===== config.mk =====
export PLATFORM = sky130hd
export DESIGN_NAME = stream_demux_14_flat
export DESIGN_NICKNAME = d
export VERILOG_FILES = /design/src/rtl/stream_demux_14_pkg.sv /design/src/rtl/stream_demux_14_if.sv /design/src/rtl/stream_demux_14_lane_slot.sv /design/src/rtl/stream_demux_14.sv /design/src/flat_wrapper.sv
export SDC_FILE = /design/constraint.sdc
export NUM_CORES = 1
export LEC_CHECK = 0
export ABC_AREA = 1
export CAP_MARGIN = 25
export CORE_MARGIN = 2
export CORE_UTILIZATION = 41
export DETAILED_ROUTE_END_ITERATION = 6
export PLACE_DENSITY = 0.81
export SLEW_MARGIN = 20
export SYNTH_ARGS = -nofsm -noshare
export SYNTH_HDL_FRONTEND = slang
export SYNTH_SLANG_ARGS = --single-unit

===== constraint.sdc =====
create_clock -name clk -period 1.7 [get_ports clk]
set_input_delay 0.255 -clock clk [delete_from_list [all_inputs] [get_ports clk]]
set_output_delay 0.255 -clock clk [all_outputs]
set_load 0.01 [all_outputs]

===== src/rtl/stream_demux_14_pkg.sv =====
// Shared constants and types for the stream_demux_14 1-to-4 demultiplexer.
// Optional per-lane transfer counters are enabled with the DEMUX_CNT_EN macro.
package demux_pkg;

  localparam int NUM_LANES = 4;
  localparam int SEL_W     = 2;

  localparam logic MODE_DIRECT = 1'b0;
  localparam logic MODE_RR     = 1'b1;

  typedef logic [SEL_W-1:0] lane_t;

endpackage : demux_pkg


===== src/rtl/stream_demux_14_if.sv =====
// Handshake bundle between the producer, the demux and its four consumers.
// The slave modport is the demux side; master is the producer/consumer side.
interface stream_demux_14_if
  import demux_pkg::*;
#(
  parameter int DATA_W = 8
) ();

  logic                           mode;
  logic                           in_valid;
  logic                           in_ready;
  lane_t                          in_sel;
  logic [DATA_W-1:0]              in_data;
  logic [NUM_LANES-1:0]           out_valid;
  logic [NUM_LANES-1:0]           out_ready;
  logic [NUM_LANES*DATA_W-1:0]    out_data;

  modport slave (
    input  mode,
    input  in_valid,
    output in_ready,
    input  in_sel,
    input  in_data,
    output out_valid,
    input  out_ready,
    output out_data
  );

  modport master (
    output mode,
    output in_valid,
    input  in_ready,
    output in_sel,
    output in_data,
    input  out_valid,
    output out_ready,
    input  out_data
  );

endinterface : stream_demux_14_if


===== src/rtl/stream_demux_14_lane_slot.sv =====
// One-entry output register for a single demux lane: holds one beat until
// the consumer takes it, and can reload in the same cycle it drains.
module demux_lane_slot #(
  parameter int DATA_W = 8
) (
  input  logic              clk,
  input  logic              rst_n,
  input  logic              load,
  input  logic [DATA_W-1:0] load_data,
  input  logic              drain,
  output logic              valid_o,
  output logic [DATA_W-1:0] data_o
);

  logic              valid_q;
  logic              valid_d;
  logic [DATA_W-1:0] data_q;
  logic [DATA_W-1:0] data_d;

  // Next-state: a load wins over a drain so a same-cycle drain+load keeps the lane full.
  always_comb begin
    valid_d = valid_q;
    data_d  = data_q;
    if (valid_q && drain) begin
      valid_d = 1'b0;
    end
    if (load) begin
      valid_d = 1'b1;
      data_d  = load_data;
    end
  end

  // Lane register; reset discards any beat held in the slot.
  always_ff @(posedge clk) begin
    if (!rst_n) begin
      valid_q <= 1'b0;
      data_q  <= '0;
    end else begin
      valid_q <= valid_d;
      data_q  <= data_d;
    end
  end

  assign valid_o = valid_q;
  assign data_o  = data_q;

endmodule : demux_lane_slot


===== src/rtl/stream_demux_14.sv =====
// Registered 1-to-4 stream demultiplexer. Each accepted beat goes to the lane
// chosen by in_sel (DIRECT) or a rotating pointer (ROUND_ROBIN).
// Define DEMUX_CNT_EN to build saturating per-lane transfer counters.
module stream_demux_14
  import demux_pkg::*;
#(
  parameter int DATA_W = 8,
  parameter int CNT_W  = 16
) (
  input  logic                       clk,
  input  logic                       rst_n,
  stream_demux_14_if.slave           bus,
  input  logic                       cnt_clr,
  output logic [NUM_LANES*CNT_W-1:0] cnt_o
);

  lane_t                 dst;
  lane_t                 rr_ptr_q;
  lane_t                 rr_ptr_d;
  logic                  accept;
  logic                  in_ready;
  logic [NUM_LANES-1:0]  lane_load;
  logic                  lane_valid [NUM_LANES];
  logic [DATA_W-1:0]     lane_data  [NUM_LANES];
  logic [NUM_LANES-1:0]  out_valid;

  // Destination select, head-of-line ready and per-lane load strobes.
  always_comb begin
    dst       = (bus.mode == MODE_RR) ? rr_ptr_q : bus.in_sel;
    in_ready  = ~out_valid[dst] | bus.out_ready[dst];
    accept    = bus.in_valid & in_ready;
    lane_load = '0;
    if (accept) begin
      lane_load[dst] = 1'b1;
    end
    rr_ptr_d = rr_ptr_q;
    if (accept && (bus.mode == MODE_RR)) begin
      rr_ptr_d = rr_ptr_q + lane_t'(1);
    end
  end

  // Round-robin pointer; it only advances on accepts made in ROUND_ROBIN mode.
  always_ff @(posedge clk) begin
    if (!rst_n) begin
      rr_ptr_q <= '0;
    end else begin
      rr_ptr_q <= rr_ptr_d;
    end
  end

  for (genvar k = 0; k < NUM_LANES; k++) begin : g_lane
    demux_lane_slot #(
      .DATA_W (DATA_W)
    ) u_slot (
      .clk       (clk),
      .rst_n     (rst_n),
      .load      (lane_load[k]),
      .load_data (bus.in_data),
      .drain     (bus.out_ready[k]),
      .valid_o   (lane_valid[k]),
      .data_o    (lane_data[k])
    );
  end

  // Pack the per-lane slot outputs onto the flat output buses.
  always_comb begin
    out_valid    = '0;
    bus.out_data = '0;
    for (int k = 0; k < NUM_LANES; k++) begin
      out_valid[k]                   = lane_valid[k];
      bus.out_data[k*DATA_W +: DATA_W] = lane_data[k];
    end
  end

  assign bus.out_valid = out_valid;
  assign bus.in_ready  = in_ready;

`ifdef DEMUX_CNT_EN
  logic [CNT_W-1:0] cnt_q [NUM_LANES];
  logic [CNT_W-1:0] cnt_d [NUM_LANES];

  // Counter next-state: clear has priority, otherwise count handshakes up to saturation.
  always_comb begin
    for (int k = 0; k < NUM_LANES; k++) begin
      cnt_d[k] = cnt_q[k];
      if (cnt_clr) begin
        cnt_d[k] = '0;
      end else if (out_valid[k] && bus.out_ready[k] && (cnt_q[k] != {CNT_W{1'b1}})) begin
        cnt_d[k] = cnt_q[k] + CNT_W'(1);
      end
    end
  end

  // Per-lane transfer counters.
  always_ff @(posedge clk) begin
    if (!rst_n) begin
      for (int k = 0; k < NUM_LANES; k++) begin
        cnt_q[k] <= '0;
      end
    end else begin
      for (int k = 0; k < NUM_LANES; k++) begin
        cnt_q[k] <= cnt_d[k];
      end
    end
  end

  // Flatten the counters onto cnt_o, lane k in its own CNT_W slice.
  always_comb begin
    cnt_o = '0;
    for (int k = 0; k < NUM_LANES; k++) begin
      cnt_o[k*CNT_W +: CNT_W] = cnt_q[k];
    end
  end
`else
  logic unused_cnt_clr;

  assign unused_cnt_clr = cnt_clr;
  assign cnt_o          = '0;
`endif

endmodule : stream_demux_14


===== src/flat_wrapper.sv =====
// flat-port wrapper written by rule: the top's interface ports become plain ports
module stream_demux_14_flat import demux_pkg::*;
#(
  parameter int DATA_W = 8,
  parameter int CNT_W  = 16
)
  (clk, rst_n, cnt_clr, cnt_o, bus_mode, bus_in_valid, bus_in_ready, bus_in_sel, bus_in_data, bus_out_valid, bus_out_ready, bus_out_data);
  stream_demux_14_if #(.DATA_W(DATA_W)) bus_i ();
  input  logic clk;
  input  logic rst_n;
  input  logic cnt_clr;
  output logic [NUM_LANES*CNT_W-1:0] cnt_o;
  input wire logic [$bits(bus_i.mode)-1:0] bus_mode;
  input wire logic [$bits(bus_i.in_valid)-1:0] bus_in_valid;
  output wire logic [$bits(bus_i.in_ready)-1:0] bus_in_ready;
  input wire logic [$bits(bus_i.in_sel)-1:0] bus_in_sel;
  input wire logic [$bits(bus_i.in_data)-1:0] bus_in_data;
  output wire logic [$bits(bus_i.out_valid)-1:0] bus_out_valid;
  input wire logic [$bits(bus_i.out_ready)-1:0] bus_out_ready;
  output wire logic [$bits(bus_i.out_data)-1:0] bus_out_data;
  assign bus_i.mode = bus_mode;
  assign bus_i.in_valid = bus_in_valid;
  assign bus_in_ready = bus_i.in_ready;
  assign bus_i.in_sel = bus_in_sel;
  assign bus_i.in_data = bus_in_data;
  assign bus_out_valid = bus_i.out_valid;
  assign bus_i.out_ready = bus_out_ready;
  assign bus_out_data = bus_i.out_data;
  stream_demux_14 #(.DATA_W(DATA_W), .CNT_W(CNT_W)) u_core (.clk(clk), .rst_n(rst_n), .bus(bus_i), .cnt_clr(cnt_clr), .cnt_o(cnt_o));
endmodule

==> impl_results.md, run 1 <==
- Status: finished, final reports clean
- Cells along the critical path: clkdlybuf4s50_1, inv_2, o21ai_4, inv_2, nand2_1, nand2_1, inv_2, nand2_4, buf_6
- Switch Pwr: a little under 700 uW
- DR vias/cell: about 4.1
- WL met2: approximately 2600 um
- Crit end category: primary output
- CTS Root Buffer Type: clkbuf_8
- Avg WL per Cell: just over 10 um
- Count of flip-flops with a built-in enable after synthesis: 0
- CP Class: primary input to primary output
- Via Count: between 2000 and 2500
- CTS H-tree lvls: 2
- Dpl hpwl: approximately 3900 um
- Die Ht: 82.2 um
- Largest area contributor in the netlist: dfxtp_1
- Lkg Pwr: about 0.0016 uW
- Initial core utilization: between 40% and 50%
- Clk sinks: 38
- Seq/Total Area, Yosys: a little under a third
- Max-cap viol count: 0
- Commonest non-fill, non-tap cells in the layout: nand2_1 (85), inv_1 (81), conb_1 (64)
- Most frequent CP cell: inv_2
- Multi-input logic area: 0.00111 sq mm
- Logic pwr share: 27.4%
- Met3 Wirelength: around 320 um
- Peak supply drop: about 0.00035 V
- Final setup vio count: 0
- Clock network power share: 27.4%
- GRT overflow: 0
- Top-area cell type share of the netlist area: 30.3%
- Vias in the first global route: 1839
- Worst Path Buf+Inv: 5
- Worst Path Arrival: 1400 ps
- Number of distinct library cells after synthesis: 20
- Reg area: 761 sq um
- IO Port Bufs: 54
- CTS Hold Bufs: 0
- First-pass iteration count of the detailed router: 4
- Sw frac: between 30% and 40%
- Synth Register Bits: 38
- Number of diodes: 0
- Mapped Cells: ~380
- Placer Congestion: ~0.8
- Pint: 1470 uW
- DRC Markers: 0
- Setup TNS Final: 0 ps
- Async S/R FF share, synth: 0%
- Row count: 28
- Total CTS buffers: 5
- Data required, critical path: roughly 1400 ps
- Clk_skew: ~5.5 ps
- Synth Area per Inst: between 6 and 7 sq um
- Clock slew at reported path FFs: 70 ps
- Share of cells above drive strength 1: 9.91%
- Fillers: around 620
- Commonest non-fill, non-tap cell in the layout: nand2_1
- Synth Flop Type: dfxtp_1
- Tcrit/Tclk final: a little over nine tenths
- Max stage delay on crit path: between 400 and 500 ps
- Core area: between 0.005 and 0.006 sq mm
- PnR worst setup slack: between 40 and 50 ps
- Post-route ant nets: 0
- Synth area leaders: dfxtp_1 (30%), buf_4 (20%), nand2_1 (13%)
- Overall routed net length: roughly 5400 um
- Post-route insts no fill: 519
- Post-layout min period: about 1700 ps
- Antenna violations before repair: 0
- Largest net degree at the start of global routing: 40
- Type of the most critical hold path: register to register
- Iteration-0 DRC Markers: between 100 and 150
- GR Util All Layers: 15.8%
- Clk_lat worst skew: approximately 290 ps
- Post-Syn Area: between 0.002 and 0.003 sq mm
- PD cells: between 600 and 700 mW/mm^2
- Top sig layer: met4
- Die Span X: between 80 and 90 um
- Worst-path fanout max: 4
- Die area: roughly 0.0068 sq mm
- Critical path's top delay family: buffers and inverters
- Share of power burned in registers: 45.2%
- F_max: 0.605 GHz
- Inst Count DP: roughly 510
- Final net count: 463
- M1 WL: about 2300 um
- Worst path slowest cell: clkdlybuf4s50_1
- CTS tree: done
- I/O pin count: 120
- Dpl ws: -527 ps
- Worst setup SP type: primary input
- Max-slew violations: 0
- Synthesis Warnings: 0
- Deepest clock path buffer count: 2
- First-pass GRT wire length: slightly above 8000 um
- P&R area growth vs syn: 23.1%
- Final hold vios: 0
==> synthesized netlist by cell type, types with 2 or more instances <==
master	count
nand3_4	4
nand4_1	33
nand2_1	88
nor2_1	33
nand2_2	2
inv_2	3
buf_4	68
nand2_4	2
nor2_2	2
a21oi_1	5
clkbuf_1	6
clkinv_1	2
dfxtp_1	38
buf_2	4
inv_1	82
nand3_1	6
==> flip-flops by register name, summed over array words and instances (netlist names) <==
name / cells
u_core.rr_ptr_q: 2
u_core.g_lane.u_slot.valid_o: 4
u_core.g_lane.u_slot.data_o: 32
==> layer usage <==
metal | GRT usage [%] | vias to the layer above
met5 | 0 | -
met4 | 7.83 | 0
met3 | 3.59 | 13
met2 | 26.5 | 79
met1 | 18.9 | 901
li1 | - | 1128
==> layout make-up <==
cell class	count	area share (%)
multi-input combinational	241	35.8
timing repair buffer	71	23.4
sequential	38	24.6
clock inverter	2	0.324
inverter	87	10.6
clock buffer	5	2.23
tap	75	3.04
==> power groups by stage <==
stage | logic, uW | clock network [uW] | registers [uW]
2_1_floorplan | 434 | 0 | 1010
3_3_place_gp | 557 | 0 | 995
3_5_place_dp | 566 | 0 | 997
4_1_cts | 570 | 601 | 977
5_1_grt | 668 | 633 | 982
6_report | 593 | 593 | 976
==> through the flow <==
stage	utilization [%]	power [uW]	hold slack (ps)	area, sq um
final	52.2	2160	463	3090
after detailed placement	49.7	1560	447	2940
after CTS	51.1	2150	458	3030
after global placement	49.7	1550	449	2940
after global routing	52.2	2280	492	3090
after floorplan	-	1450	417	2750
==> logic make-up after synthesis <==
group                  synth area share (%)
AO/OA/AOI/OAI                          1.35
buffers and inverters                  36.0
flip-flops                             30.3
other                                 0.149
AND/OR/NAND/NOR                        32.2
==> worst reg2reg max path, delay by kind of cell, from the launching register on <==
kind                   cells  cell delay, ps
buffers and inverters      5             620
DFF                        1             330
AOI/OAI and AO/OA          1              90
and+or+nand+nor            5             490
==> path summary, 6_finish.rpt <==
check | start | endpoint | slack [ps] | cells past startpoint
max | bus_in_sel[1] | bus_in_ready | 50 | 9
min | u_core.rr_ptr_q[0]$_SDFFE_PN0P_ | u_core.rr_ptr_q[0]$_SDFFE_PN0P_ | 460 | 2
max reg2reg | u_core.rr_ptr_q[1]$_SDFFE_PN0P_ | u_core.g_lane[0].u_slot.data_o[5]$_SDFFE_PN0P_ | 110 | 11
min reg2reg | u_core.rr_ptr_q[0]$_SDFFE_PN0P_ | u_core.rr_ptr_q[0]$_SDFFE_PN0P_ | 460 | 2
==> timing repair <==
action	4_1_cts	5_1_grt
endpoints found under the setup margin	39	36
cloned	0	1
hold endpoints to repair	0	0
pin swaps	1	6
gates resized for setup	6	13
buffers inserted	1	1
Power figures use the tool's default switching activity.
==> inputs of run 2 (changes only) <==
- PLACE_DENSITY: 0.81 -> 0.85
==> run 2 against run 1 <==
- global-route usage is 0.30 points higher
- worst hold slack worse by 130 ps
- maximum frequency is 2.3% higher
- sequential power hardly changed
- register-to-register slack better by 30 ps
- clock skew hardly changed
- final area is 1.1% higher
- critical path type is now register to primary output
==> impl_results.md, run 2 (synthesis gave the netlist of run 1 again) <==
- Status: finished, final reports clean
- GR Util All Layers: 16.1% (+0.30 points)
- Row count: 28 (unchanged)
- Worst path slowest cell: dfxtp_2
- F_max: 0.619 GHz (+2.3%)
- RSZ-0062 raised after global routing: no
- Commonest non-fill, non-tap cells in the layout: nand2_1 (88), inv_1 (81), conb_1 (64)
- P&R area growth vs syn: 24.4%
- Deepest clock path buffer count: 2 (unchanged)
- Worst setup SP type: register
- Initial core utilization: 42.4% (unchanged)
- Dpl hpwl: 3980 um (+1.7%)
- Iteration-0 DRC Markers: 185 (+31%)
- Data required, critical path: 1440 ps (about the same)
- Clk_skew: 5.58 ps (+0.0427 ps)
- CTS Hold Bufs: 0 (unchanged)
- Placer Congestion: 0.895 (+11%)
- Crit end category: primary output
- CTS H-tree lvls: 2 (unchanged)
- DR vias/cell: 4.28 (+4.6%)
- Final hold vios: 0 (unchanged)
- Die area: 0.00676 sq mm (unchanged)
- Share of cells above drive strength 1: 9.30% (-0.61 points)
- Tcrit/Tclk final: 95.0% (-2.2 points)
- Most frequent CP cell: nand2_1
- Critical path's top delay family: simple AND/OR/NAND/NOR gates
- Max stage delay on crit path: 370 ps (-100 ps)
- Max-cap viol count: 0 (unchanged)
- Antenna violations before repair: 0 (unchanged)
- First-pass GRT wire length: 8390 um (+3.2%)
- Post-layout min period: 1610 ps (-37.0 ps)
- CP Class: register to primary output
- Setup TNS Final: 0 ps (unchanged)
- Number of diodes: 0 (unchanged)
- I/O pin count: 120 (unchanged)
- Inst Count DP: 504 (-0.98%)
- Clk sinks: 38 (unchanged)
- Post-route ant nets: 0 (unchanged)
- Worst Path Arrival: 1360 ps (-40 ps)
- Max-slew violations: 0 (unchanged)
- IO Port Bufs: 54 (unchanged)
- First-pass iteration count of the detailed router: 4 (unchanged)
- DRC Markers: 0 (unchanged)
- Die Span X: 82.2 um (unchanged)
- Total CTS buffers: 5 (unchanged)
- Final net count: 459 (-0.86%)
- GRT overflow: 0 (unchanged)
- Peak supply drop: 0.000383 V (+8.1%)
- Worst-path fanout max: 6 (+2)
- Commonest non-fill, non-tap cell in the layout: nand2_1
- Final setup vio count: 0 (unchanged)
- Via Count: 2206 (+4.0%)
- Clk_lat worst skew: 290 ps (about the same)
- Largest net degree at the start of global routing: 40 (unchanged)
- Cells along the critical path: nand2_4, nand2_4, nand2_1, nand2_1, nand2_1, nand2_1, inv_2, nand2_4, buf_6
- Post-route insts no fill: 516 (-0.58%)
- Die Ht: 82.2 um (unchanged)
- CTS tree: done
- Lkg Pwr: 0.00163 uW (+1.6%)
- Overall routed net length: 5690 um (+6.1%)
- CTS Root Buffer Type: clkbuf_8
- Avg WL per Cell: 11.0 um (+6.7%)
- PD cells: 739 mW/mm^2 (+5.6%)
- Vias in the first global route: 1853 (+0.76%)
- Max reg flops: 32 (unchanged)
- Core area: 0.00592 sq mm (unchanged)
- Type of the most critical hold path: primary input to register
- Clock slew at reported path FFs: 80 ps (about the same)
- Worst Path Buf+Inv: 2 (-3)
==> run 2: changes by cell type in the layout (fill, tap and decap cells not counted), moves of 2 or more <==
cell / previous run / this run
clkbuf_16: 0 / 2
nand2_1: 85 / 88
buf_4: 13 / 8
clkinv_2: 2 / 0
nand2_2: 5 / 1
clkbuf_8: 5 / 8
==> run 2: cell type report <==
class / count / area [sq um]
clock buffers: 8 / 110
fillers: 565 / 2800
inverters: 87 / 330
multi-input cells: 240 / 1090
flip-flops and latches: 38 / 762
well taps: 75 / 93.8
repair buffers: 68 / 732
==> run 2: through the flow <==
stage          setup WS [ps]  area [sq um]  power, uW  utilization [%]  hold slack (ps)
6_report                85.3          3120       2310             52.7              337
5_1_grt                 14.0          3120       2430             52.7              358
4_1_cts                 20.4          3030       2290             51.1              478
3_5_place_dp            -561          2920       1560             49.3              466
3_3_place_gp            -471          2920       1550             49.3              455
2_1_floorplan            368          2750       1450                -              417
==> run 2: worst register-to-register path: cells and delay by family (launching register included) <==
| family | cells | cell delay [ps] |
|---|---|---|
| AND/OR/NAND/NOR | 10 | 880 |
| buffers and inverters | 3 | 240 |
| flip-flops | 1 | 370 |
==> run 2: path summary, 6_finish.rpt <==
kind / start / to / slack, ps / cells past startpoint
setup / recovery: u_core.rr_ptr_q[0]$_SDFFE_PN0P_ / bus_in_ready / 90 / 9
hold reg to reg: u_core.rr_ptr_q[0]$_SDFFE_PN0P_ / u_core.rr_ptr_q[0]$_SDFFE_PN0P_ / 480 / 2
hold / removal: bus_mode / u_core.rr_ptr_q[0]$_SDFFE_PN0P_ / 340 / 3
setup reg to reg: u_core.rr_ptr_q[0]$_SDFFE_PN0P_ / u_core.g_lane[3].u_slot.data_o[4]$_SDFFE_PN0P_ / 140 / 13
==> run 2: timing repair <==
action,CTS,global route
gates cloned,0,2
pin swaps,2,7
setup endpoints to repair,39,37
buffers inserted,0,2
gates resized for setup,6,9
==> run 2: power breakdown <==
group	switching [uW]	internal (uW)	total (uW)	leakage, uW
sequential	33.0	945	978	0.000311
combinational	344	255	599	0.00126
clock	322	410	732	0.0000575
==> run 2: routing by layer <==
layer | up-vias | global-route usage, % | share of wire [%]
li1 | 1120 | - | -
met1 | 983 | 19.4 | 39
met3 | 13 | 4.89 | 8.1
met4 | 0 | 5.00 | 1.7
met5 | - | 0 | 0
met2 | 90 | 27.4 | 52
==> inputs of run 3 (changes only) <==
- HOLD_SLACK_MARGIN: unset -> 0.15
==> results of run 3 <==
The final DEF is identical to that of run 2; final timing and power are the same.
